<file path="src/rtl/mem_bridge_pkg.sv">
// Shared SPI SRAM bridge definitions: serial opcodes, frame size, FSM states.
// Also carries the byte-order helper used on both the TX and RX data paths.
`timescale 1ns/1ps
package mem_bridge_pkg;

  localparam logic [7:0] SPI_CMD_READ  = 8'h03;
  localparam logic [7:0] SPI_CMD_WRITE = 8'h02;
  localparam int         FRAME_BITS    = 64;

  typedef enum logic [1:0] {IDLE, SHIFT, FINISH, FAULT} bridge_state_t;

  // The wire carries word bits [7:0] first, so data goes out byte-reversed.
  function automatic logic [31:0] byte_swap(input logic [31:0] w);
    return {w[7:0], w[15:8], w[23:16], w[31:24]};
  endfunction

endpackage

</file>
<file path="src/rtl/spi_shift_engine.sv">
// SPI mode-0 shifter: runs one 64-bit frame in 128*CLK_DIV cycles after start and pulses done
// in the last cycle. It has no backpressure; start is only honoured between frames by the caller.
`timescale 1ns/1ps
module spi_shift_engine
  import mem_bridge_pkg::*;
#(
  parameter int CLK_DIV = 2
) (
  input  logic                  clk,
  input  logic                  reset,
  input  logic                  start,
  input  logic [FRAME_BITS-1:0] tx_frame,
  output logic                  done,
  output logic [31:0]           rx_data,
  output logic                  sclk,
  output logic                  mosi,
  input  logic                  miso
);

  localparam int               DIV_W    = $clog2(2 * CLK_DIV);
  localparam logic [DIV_W-1:0] DIV_LAST = DIV_W'(2 * CLK_DIV - 1);
  localparam logic [DIV_W-1:0] DIV_HALF = DIV_W'(CLK_DIV);

  logic                  active;
  logic [DIV_W-1:0]      div_cnt;
  logic [DIV_W-1:0]      div_nxt;
  logic [6:0]            bit_cnt;
  logic [FRAME_BITS-1:0] tx_sr;
  logic [31:0]           rx_sr;

  assign div_nxt = (div_cnt == DIV_LAST) ? '0 : div_cnt + 1'b1;
  assign done    = active && (div_cnt == DIV_LAST) && (bit_cnt == 7'd63);
  assign mosi    = tx_sr[FRAME_BITS-1];
  assign rx_data = rx_sr;

  // Only the last 32 sampled bits (the data phase) are kept.
  always_ff @(posedge clk or posedge reset) begin
    if (reset) begin
      active  <= 1'b0;
      div_cnt <= '0;
      bit_cnt <= '0;
      tx_sr   <= '0;
      rx_sr   <= '0;
      sclk    <= 1'b0;
    end else if (start) begin
      active  <= 1'b1;
      div_cnt <= '0;
      bit_cnt <= '0;
      tx_sr   <= tx_frame;
      rx_sr   <= '0;
      sclk    <= 1'b0;
    end else if (active) begin
      div_cnt <= div_nxt;
      sclk    <= (div_nxt >= DIV_HALF);
      if (div_nxt == DIV_HALF) begin
        rx_sr <= {rx_sr[30:0], miso};
      end
      if (div_cnt == DIV_LAST) begin
        tx_sr   <= {tx_sr[FRAME_BITS-2:0], 1'b0};
        bit_cnt <= bit_cnt + 7'd1;
        if (bit_cnt == 7'd63) begin
          active <= 1'b0;
        end
      end
    end
  end

endmodule

</file>
<file path="src/rtl/spi_mem_bridge.sv">
// CPU mem_ce/mem_busy/mem_valid responder doing one 32-bit SPI SRAM access per request;
// mem_valid follows acceptance by 2+128*CLK_DIV cycles, and mem_busy is the CPU's only stall.
`timescale 1ns/1ps
module spi_mem_bridge
  import mem_bridge_pkg::*;
#(
  parameter int CLK_DIV   = 2,
  parameter int ADDR_BITS = 24
) (
  input  logic        clk,
  input  logic        reset,
  input  logic        mem_ce,
  input  logic        mem_we,
  input  logic [31:0] mem_addr,
  input  logic [31:0] mem_wdata,
  output logic        mem_busy,
  output logic        mem_valid,
  output logic [31:0] mem_rdata,
  output logic        mem_fault,
  output logic        spi_sclk,
  output logic        spi_cs_n,
  output logic        spi_mosi,
  input  logic        spi_miso
);

  bridge_state_t         state;
  bridge_state_t         next_state;
  logic                  armed;
  logic                  req_we;
  logic                  accept;
  logic                  bad_addr;
  logic                  start;
  logic                  done;
  logic [31:0]           rx_data;
  logic [FRAME_BITS-1:0] tx_frame;

  assign accept   = (state == IDLE) && !mem_ce && armed;
  assign bad_addr = (mem_addr[1:0] != 2'b00) || ((mem_addr >> ADDR_BITS) != 32'h0);
  assign start    = accept && !bad_addr;

  // Address and write data are captured directly into the engine's frame register.
  assign tx_frame = {mem_we ? SPI_CMD_WRITE : SPI_CMD_READ,
                     mem_addr[23:0],
                     mem_we ? byte_swap(mem_wdata) : 32'h0};

  always_ff @(posedge clk or posedge reset) begin
    if (reset) begin
      state <= IDLE;
    end else begin
      state <= next_state;
    end
  end

  always_comb begin
    next_state = state;
    unique case (state)
      IDLE:    if (accept) next_state = bad_addr ? FAULT : SHIFT;
      SHIFT:   if (done) next_state = FINISH;
      FINISH:  next_state = IDLE;
      FAULT:   if (mem_ce) next_state = IDLE;
      default: next_state = IDLE;
    endcase
  end

  // Outputs are registered from next_state so the pads never see decode glitches.
  always_ff @(posedge clk or posedge reset) begin
    if (reset) begin
      armed     <= 1'b1;
      req_we    <= 1'b0;
      mem_busy  <= 1'b0;
      mem_valid <= 1'b0;
      mem_rdata <= 32'h0;
      mem_fault <= 1'b0;
      spi_cs_n  <= 1'b1;
    end else begin
      mem_busy  <= (next_state == SHIFT) || (next_state == FINISH);
      mem_fault <= (next_state == FAULT);
      spi_cs_n  <= (next_state != SHIFT);
      if (mem_ce) begin
        armed <= 1'b1;
      end else if (accept) begin
        armed <= 1'b0;
      end
      if (accept) begin
        req_we    <= mem_we;
        mem_valid <= 1'b0;
      end else if (state == FINISH) begin
        mem_valid <= 1'b1;
      end
      if ((state == FINISH) && !req_we) begin
        mem_rdata <= byte_swap(rx_data);
      end
    end
  end

  spi_shift_engine #(
    .CLK_DIV(CLK_DIV)
  ) u_shift (
    .clk     (clk),
    .reset   (reset),
    .start   (start),
    .tx_frame(tx_frame),
    .done    (done),
    .rx_data (rx_data),
    .sclk    (spi_sclk),
    .mosi    (spi_mosi),
    .miso    (spi_miso)
  );

endmodule

</file>
<file path="config.mk">
export PLATFORM = sky130hd
export DESIGN_NAME = spi_mem_bridge
export DESIGN_NICKNAME = d
export VERILOG_FILES = /design/src/rtl/mem_bridge_pkg.sv /design/src/rtl/spi_shift_engine.sv /design/src/rtl/spi_mem_bridge.sv
export SDC_FILE = /design/constraint.sdc
export NUM_CORES = 1
export LEC_CHECK = 0
export ABC_AREA = 0
export CORE_MARGIN = 1.5
export CORE_UTILIZATION = 44
export CTS_BUF_LIST = sky130_fd_sc_hd__clkbuf_16
export DETAILED_ROUTE_END_ITERATION = 12
export GPL_ROUTABILITY_DRIVEN = 0
export GPL_TIMING_DRIVEN = 0
export PLACE_DENSITY = 0.71
export SETUP_SLACK_MARGIN = 0.02
export SLEW_MARGIN = 25
export SYNTH_ARGS = -nofsm -noshare
export SYNTH_HDL_FRONTEND = slang
export SYNTH_SLANG_ARGS = --single-unit
</file>
<file path="constraint.sdc">
create_clock -name clk -period 15.54 [get_ports clk]
set_input_delay 3.108 -clock clk [delete_from_list [all_inputs] [get_ports clk]]
set_output_delay 3.108 -clock clk [all_outputs]
set_load 0.005 [all_outputs]
</file>
==> metrics.txt, run 1 <==
run status=complete, no violations; Synth Area per Inst=11.8 um^2; largest net degree at the start of global routing=83; first-pass GRT wire length=22,600 um; max-slew violation count=0; Hold Path Class=reg2reg; fin crit period=4890 ps; Slew @ Worst Pin=653 ps; Total Power=775 uW; GRT Residual Overflow=0; top post-synthesis cells by area=dfrtp_1, mux2_2, mux2i_1, nand2_1, a21oi_1; Worst-path clk slew=60 ps; cells after synthesis=553; die height=125 um; sequential cell area fraction in the yosys report=55.9%; Residual DRC=0; RR Endpoint=u_shift.tx_sr[21]; vias post-DR=4,518; Ys Warns=0; asr flop ratio synth=100%; number of port buffers=105; Resize count post-CTS=0; hold_buf cts=0; Worst EP arrival=5180 ps; CP Class=in2reg; worst-path maximum fanout=10; Tcrit/Tclk final=31.5%; Setup violations, final=0; Ports=107; critical path depth=7; Critical Path RT=15,840 ps; Global Route Usage Sum=18.1%; slowest stage delay, CP=470 ps; CTS tree=done; PwrDens=92.6 mW/mm^2; crit-path cells=clkdlybuf4s50_1, or4b_1, buf_2, nor4b_4, buf_6, buf_6, mux2_1; post-route ant nets=0; largest area contributor in the netlist=dfrtp_1; Post-synth EDFFs=0; Yosys reg bits=146; dpl ws=10,230 ps; reg2reg start=u_shift.div_cnt[0]; clk_lat worst skew=430 ps; Worst slew margin=56.4%; htree depth=4; delay-heaviest family, CP=buffers and inverters; Max-cap violations=0; Core Region=0.0145 mm^2; terminating pin of the worst hold path=u_shift.tx_sr[57]; Worst Reg2Reg Path Length in Cells=7; Lkg Pwr=3.74 nW; clock buffer depth=2; design area=0.00837 mm^2; Hold Startpoint=u_shift.tx_sr[57]; cell mode on critical path=buf_6; Routed WL=13,200 um; Wirelength per Cell=15.1 um; Initial Util=45.0%; Synth top area share=55.1%; die width=125 um; Area Overhead vs Synth=28.0%; worst setup margin=10,650 ps; Setup crit start kind=input port; DR pass1 iterations=4; f_max=205 MHz; setup TNS=0 ps; layout cell share with drive strength beyond 1=16.2%; most common cell in the netlist=dfrtp_1; die area=0.0156 mm^2; initial drt markers=238; R2R setup slack=13,170 ps; vias per cell=5.16; Main synth FF type=dfrtp_1; slowest CP cell=or4b_1; Synth Net Count=627; DP Area=0.00785 mm^2; postcts setup bufs=0; Layout Nets=752; crit path capture type=register; Site Rows=44; Mapped Area=0.00654 mm^2; Num CTS Buffers=17; Hold Fails Final Rpt=0; hold path depth=1; synth cell count leaders=dfrtp_1, nand2_1, mux2i_1; Final Hold Slack=491 ps; Layout Skew=11.6 ps; RSZ-0062 raised after global routing=false; CTS root buf=clkbuf_16; number of global-route vias before repair=4,697; maximum VDD drop=88.1 uV; number of diodes=0; initial antenna violation count=0; worst path bufs/invs=4; Netlist cell types=36; dpl hpwl=9130 um; # clock sinks=146
registers in the layout (all words and copies together), names as in the netlist:
signal,cells
mem_busy,1
u_shift.div_cnt,2
state,2
armed,1
mem_valid,1
spi_cs_n,1
u_shift.bit_cnt,7
req_we,1
u_shift.active,1
u_shift.rx_data,32
u_shift.tx_sr,64
mem_rdata,32
mem_fault,1
how the worst max path moves through the flow:
stage,from,endpoint,slack [ps]
floorplan,reset,mem_busy,8510
global placement,reset,mem_rdata[13],6670
detailed placement,mem_ce,u_shift.tx_sr[53],10230
CTS,mem_ce,u_shift.tx_sr[53],10660
global route,mem_ce,u_shift.tx_sr[53],10550
finish,mem_ce,u_shift.tx_sr[53],10650
metrics by stage:
step,utilization (%),std cells
2_1_floorplan,-,553
3_3_place_gp,53.8,842
3_5_place_dp,54.0,843
4_1_cts,57.6,875
5_1_grt,57.6,875
6_report,57.6,875
cell usage in the layout (no fill, tap or decap), types with 7 or more instances in the layout:
master             n
dfrtp_1          144
clkdlybuf4s50_1  105
nand2_1           78
mux2i_1           66
mux2_2            65
a21oi_1           46
nand3_1           45
clkbuf_1          23
clkbuf_16         17
mux2_1            12
inv_1             12
buf_6              7
o21ai_0            7
kinds of logic after synthesis:
kind of cell             count (synthesis)  synth area share (%)
XOR/XNOR                                 2                 0.268
AO/OA/AOI/OAI                           58                  4.69
AND/OR/NAND/NOR                        152                  10.9
flip-flops                             146                  55.9
multiplexers                           143                  23.4
adder cells (fa/ha/maj)                  5                 0.957
buffers and inverters                   47                  3.89
per-layer routing:
layer  global-route usage (%)  vias to the layer above  wire, um
li1                         -                     2178         -
met1                     23.0                     2233      6000
met2                     29.0                       96      6370
met3                     6.23                       11       686
met4                     5.88                        0       131
met5                        0                        -         0
where the power goes:
group | internal (mW) | leakage [nW] | switching [mW]
registers | 0.382 | 1.68 | 0.00137
clock network | 0.212 | 0.284 | 0.147
logic | 0.0179 | 1.77 | 0.0137
area by class of cell:
cell class	instances	area, um^2
flip-flops and latches	146	3660
repair buffers	106	1080
multi-input cells	360	2630
clock inverters	15	88.8
plain buffers	41	231
well taps	184	230
fillers	1225	6170
clock buffers	17	425
inverters	6	30.0
Note: power is estimated with default switching activity, not from simulation.
==> run 2: changes to the inputs <==
clock period = 4.67 ns   (was 15.54 ns; I/O delays follow)
==> run 2 against run 1 <==
  * Utilization about the same
  * Register-to-register slack got worse by 11000 ps
  * Non-clock buffer count increased by 3
  * Largest power group unchanged
  * Cell count down 0.23%
  * Setup slack worse by 8700 ps
  * Via count is 1.1% higher
  * Global-route usage is 0.84 points lower
  * Critical path depth stayed put
  * Sequential power rose to 3.3 times the previous value
  * Hold slack about the same
  * Flip-flop and latch count unchanged
==> metrics.txt, run 2 (same netlist as run 1, synthesis figures left out) <==
initial drt markers=273 (+15%); layout cell share with drive strength beyond 1=15.8% (-0.39 points); Area Overhead vs Synth=28.1% (about the same); die height=125 um (unchanged); Tcrit/Tclk final=59.1%; Wirelength per Cell=14.9 um (-1.0%); worst-path maximum fanout=10 (unchanged); FILL cells=1,215 (-0.82%); max-slew violation count=0 (unchanged); CP Class=in2reg; area of the multi-input gates=0.00263 mm^2 (unchanged); number of global-route vias before repair=4,619 (-1.7%); Initial Util=45.0% (unchanged); dpl hpwl=9470 um (+3.7%); DR pass1 iterations=4 (unchanged); commonest cells after routing, fill and taps aside=dfrtp_1, clkdlybuf4s50_1, nand2_1, mux2i_1, mux2_2; design area=0.00837 mm^2 (about the same); Layout Nets=755 (+0.40%); Ports=107 (unchanged); CTS root buf=clkbuf_16; die area=0.0156 mm^2 (unchanged); Total Power=2.49 mW (+220%); CTS tree=done; Routed WL=13,000 um (-1.2%); vias per cell=5.23 (+1.3%); postcts setup bufs=0 (unchanged); f_max=362 MHz; Slew @ Worst Pin=719 ps (+65.6 ps); Worst slew margin=52.0% (-4.5 points); Core Region=0.0145 mm^2 (unchanged); Worst EP arrival=3050 ps (-2130 ps); cell mode on critical path=buf_6; first-pass GRT wire length=21,800 um (-3.5%); Hold Fails Final Rpt=0 (unchanged); fin crit period=2760 ps; DP Area=0.00791 mm^2 (+0.72%); Num CTS Buffers=17 (unchanged); crit-path cells=clkdlybuf4s50_1, or4b_1, buf_2, nor4b_4, buf_6, buf_6, mux2_1; Register Area=0.00366 mm^2 (unchanged); most common cell after layout, fill and taps aside=dfrtp_1; Critical Path RT=4960 ps (-10,880 ps); PwrDens=298 mW/mm^2 (+220%); delay-heaviest family, CP=buffers and inverters; Site Rows=44 (unchanged); crit path capture type=register; Global Route Usage Sum=17.2% (-0.84 points); slowest stage delay, CP=490 ps (+20 ps); hold_buf cts=0 (unchanged); post-route ant nets=0 (unchanged); slowest CP cell=or4b_1; Resize count post-CTS=0 (unchanged); number of diodes=0 (unchanged); Residual DRC=0 (unchanged); clock buffer depth=2 (unchanged); Reg with most FFs=u_shift.tx_sr; Setup violations, final=0 (unchanged); GRT Residual Overflow=0 (unchanged); Lkg Pwr=3.73 nW (-0.36%); worst path bufs/invs=4 (unchanged); Setup crit start kind=input port; Hold Path Class=reg2reg; Max-cap violations=0 (unchanged); number of port buffers=105 (unchanged); max reg flops=64 (unchanged); # clock sinks=146 (unchanged); Worst-path clk slew=50 ps (about the same); run status=complete, no violations; initial antenna violation count=0 (unchanged); Layout Skew=4.58 ps (-7.02 ps); clk_lat worst skew=410 ps (-20 ps); setup TNS=0 ps (unchanged); largest net degree at the start of global routing=34 (-59%); htree depth=4 (unchanged); maximum VDD drop=262 uV (+200%); RSZ-0062 raised after global routing=false; vias post-DR=4,566 (+1.1%); die width=125 um (unchanged)
[run 2: cell count changes in the layout (fill, tap and decap cells not counted), sizes merged]
cell / delta
buf: +3
clkinv: -3
inv: -2
bufinv: -1
clkinvlp: +1
[run 2: stage by stage]
stage / hold WS (ps) / worst slack, ps / std cells / util (%)
after floorplan: 458 / 1900 / 553 / -
after global placement: 475 / 724 / 842 / 53.8
after detailed placement: 480 / 1480 / 846 / 54.4
after CTS: 492 / 1910 / 873 / 57.6
after global routing: 520 / 1850 / 873 / 57.6
final: 491 / 1910 / 873 / 57.6
[run 2: path summary, 6_finish.rpt]
| path | start | to | slack, ps | depth (start not counted) |
|---|---|---|---|---|
| max reg2reg | u_shift.div_cnt[0] | u_shift.tx_sr[25] | 2390 | 7 |
| max | mem_ce | u_shift.tx_sr[54] | 1910 | 7 |
| min in group asynchronous | reset | mem_rdata[23] | 990 | 2 |
| min | u_shift.tx_sr[57] | u_shift.tx_sr[57] | 490 | 1 |
| min reg2reg | u_shift.tx_sr[57] | u_shift.tx_sr[57] | 490 | 1 |
| max in group asynchronous | reset | u_shift.tx_sr[13] | 2660 | 5 |
[run 2: area by class of cell]
class                           instances  share of cell area, %
Buffer                                 41                   2.76
Tap cell                              184                   2.75
Clock buffer                           17                   5.08
Multi-Input combinational cell        360                   31.4
Inverter                                6                  0.314
Sequential cell                       146                   43.7
Timing Repair Buffer                  109                   13.6
Clock inverter                         10                  0.448
[run 2: report_power, final]
group / switching (mW) / internal [mW] / total (mW) / leakage (nW)
registers: 0.00493 / 1.27 / 1.28 / 1.68
clock network: 0.462 / 0.641 / 1.10 / 0.248
logic: 0.0465 / 0.0644 / 0.111 / 1.79
total: 0.514 / 1.98 / 2.49 / 3.73
[run 2: worst register-to-register path: cells and delay by family (launching register included)]
family,cells,cell delay [ps]
simple gates,1,230
fa+ha+maj,1,210
mux,2,330
buf+inv,3,980
flops,1,410
[run 2: metal layers]
layer,GRT usage (%),vias up,part of all wire (%)
met5,0,-,0
met4,7.22,0,1.7
met3,4.42,22,5.7
met2,28.4,143,49
met1,21.6,2220,44
li1,-,2181,-
==> run 3: changes to the inputs <==
PLACE_DENSITY = 0.73   (was 0.71)
clock period = 2.5 ns   (was 4.67 ns; I/O delays follow)
==> run 3 against run 2 <==
  * Flip-flop and latch count stayed put
  * Clock power increased by 140%
  * Power grew 110%
  * Via count shrank 0.13%
  * Combinational power increased by 91%
  * Hold slack lost 64 ps
  * Sequential share of layout area fell by 0.93 points
  * Largest cell class unchanged
  * Largest power group is now the clock network
  * Highest routed layer unchanged
==> metrics.txt, run 3 (same netlist as run 1, synthesis figures left out) <==
run status=complete, no violations; initial drt markers=253 (-7.3%); Setup crit start kind=input port; Setup violations, final=0 (unchanged); met1 usage=22.6% (+1.0 points); Num CTS Buffers=17 (unchanged); most common cell after layout, fill and taps aside=dfrtp_1; Layout Skew=9.33 ps (+4.75 ps); crit path capture type=register; layout cell share with drive strength beyond 1=17.3% (+1.4 points); vias per cell=5.19 (-0.81%); Hold Fails Final Rpt=0 (unchanged); CP Class=in2reg; die height=125 um (unchanged); f_max=434 MHz; setup TNS=0 ps (unchanged); Residual DRC=0 (unchanged); DR pass1 iterations=4 (unchanged); dpl cells=847 (+0.12%); RSZ-0062 raised after global routing=false; clock buffer depth=2 (unchanged); Wirelength per Cell=15.1 um (+1.2%); GR Util met3=4.68% (+0.26 points); Tcrit/Tclk final=92.2%; Ports=107 (unchanged); initial antenna violation count=0 (unchanged); vias post-DR=4,560 (-0.13%); number of global-route vias before repair=4,762 (+3.1%); Worst-path clk slew=60 ps (about the same); slowest CP cell=or4b_1; Worst EP arrival=2600 ps (-450 ps); CTS root buf=clkbuf_16; Initial Util=45.0% (unchanged); Lkg Pwr=3.80 nW (+2.1%); final core utilization=58.9% (+1.3 points); number of diodes=0 (unchanged); Max-cap violations=0 (unchanged); post-route ant nets=0 (unchanged); maximum VDD drop=406 uV (+55%); Hold Path Class=in2async; die width=125 um (unchanged); Slew @ Worst Pin=630 ps (-88.8 ps); htree depth=4 (unchanged); Resize count post-CTS=0 (unchanged); number of port buffers=105 (unchanged); cell mode on critical path=buf_6; gr busiest metal=met2; Routed WL=13,300 um (+1.9%); crit-path cells=clkdlybuf4s50_1, or4b_1, buf_2, nor4b_4, buf_6, buf_6, mux2_1; die area=0.0156 mm^2 (unchanged); slowest stage delay, CP=480 ps (about the same); fin crit period=2310 ps; worst-path maximum fanout=10 (unchanged); # clock sinks=146 (unchanged); Global Route Usage Sum=18.2% (+0.95 points); hold_buf cts=0 (unchanged); Worst slew margin=58.0% (+6.0 points); design area=0.00856 mm^2 (+2.2%); met2 GRT Util=30.5% (+2.1 points); Layout Nets=756 (+0.13%); dpl hpwl=9640 um (+1.8%); largest net degree at the start of global routing=34 (unchanged); CTS tree=done; max reg flops=64 (unchanged); PwrDens=618 mW/mm^2 (+110%); first-pass GRT wire length=22,800 um (+4.7%); commonest cells after routing, fill and taps aside=dfrtp_1, clkdlybuf4s50_1, nand2_1, mux2i_1, mux2_2; GRT Residual Overflow=0 (unchanged); Area Overhead vs Synth=30.9%; max-slew violation count=0 (unchanged); Reg with most FFs=u_shift.tx_sr; postcts setup bufs=0 (unchanged); clk_lat worst skew=420 ps (about the same); Final Hold Slack=427 ps (-63.7 ps); FILL cells=1,196 (-1.6%); Core Region=0.0145 mm^2 (unchanged); Finished Layout Cells=879 (+0.69%); Critical Path RT=2790 ps (-2170 ps); Site Rows=44 (unchanged); DP Area=0.00793 mm^2 (+0.25%)
## run 3: cell types whose count changed in the layout (fill, tap and decap cells not counted), sizes merged
| cell | change |
|---|---|
| buf | +1 |
| clkinvlp | +1 |
| inv | -3 |
| bufinv | +5 |
| clkinv | +2 |
## run 3: final timing paths
path / startpoint / to / slack [ps] / depth (start not counted)
worst max-delay path: mem_ce / u_shift.tx_sr[49] / 190 / 7
worst min-delay path: reset / mem_rdata[20] / 430 / 2
max in group asynchronous: reset / u_shift.tx_sr[8] / 1130 / 5
worst max register to register: u_shift.div_cnt[0] / u_shift.tx_sr[49] / 220 / 6
min in group clk: u_shift.tx_sr[57] / u_shift.tx_sr[57] / 490 / 1
worst min register to register: u_shift.tx_sr[57] / u_shift.tx_sr[57] / 490 / 1
## run 3: cell type report
| type | count | area, um^2 | area share [%] |
|---|---|---|---|
| plain buffers | 41 | 233 | 2.72 |
| well taps | 184 | 230 | 2.69 |
| repair buffers | 110 | 1160 | 13.5 |
| inverters | 6 | 26.3 | 0.307 |
| clock inverters | 15 | 199 | 2.33 |
| flip-flops and latches | 146 | 3660 | 42.7 |
| clock buffers | 17 | 425 | 4.97 |
| multi-input cells | 360 | 2630 | 30.7 |
## run 3: metal layers
metal / vias up / share of wire [%]
li1: 2180 / -
met1: 2244 / 44
met2: 117 / 50
met3: 19 / 4.9
met4: 0 / 1.5
met5: - / 0
## run 3: worst max-delay path, delay by kind of cell
kind / cells / cell delay [ps]
buffers and inverters: 4 / 990
and+or+nand+nor: 2 / 770
muxes: 1 / 330
## run 3: through the flow
step	worst slack (ps)	power, mW
after floorplan	169	2.49
after global placement	-1010	2.62
after CTS	125	5.34
after detailed placement	-232	2.64
after global routing	47.0	5.48
final	195	5.28
## run 3: report_power, final
part           switching (mW)  internal [mW]
registers             0.00872           2.37
clock network           0.944           1.74
logic                  0.0882          0.123
total                    1.04           4.24
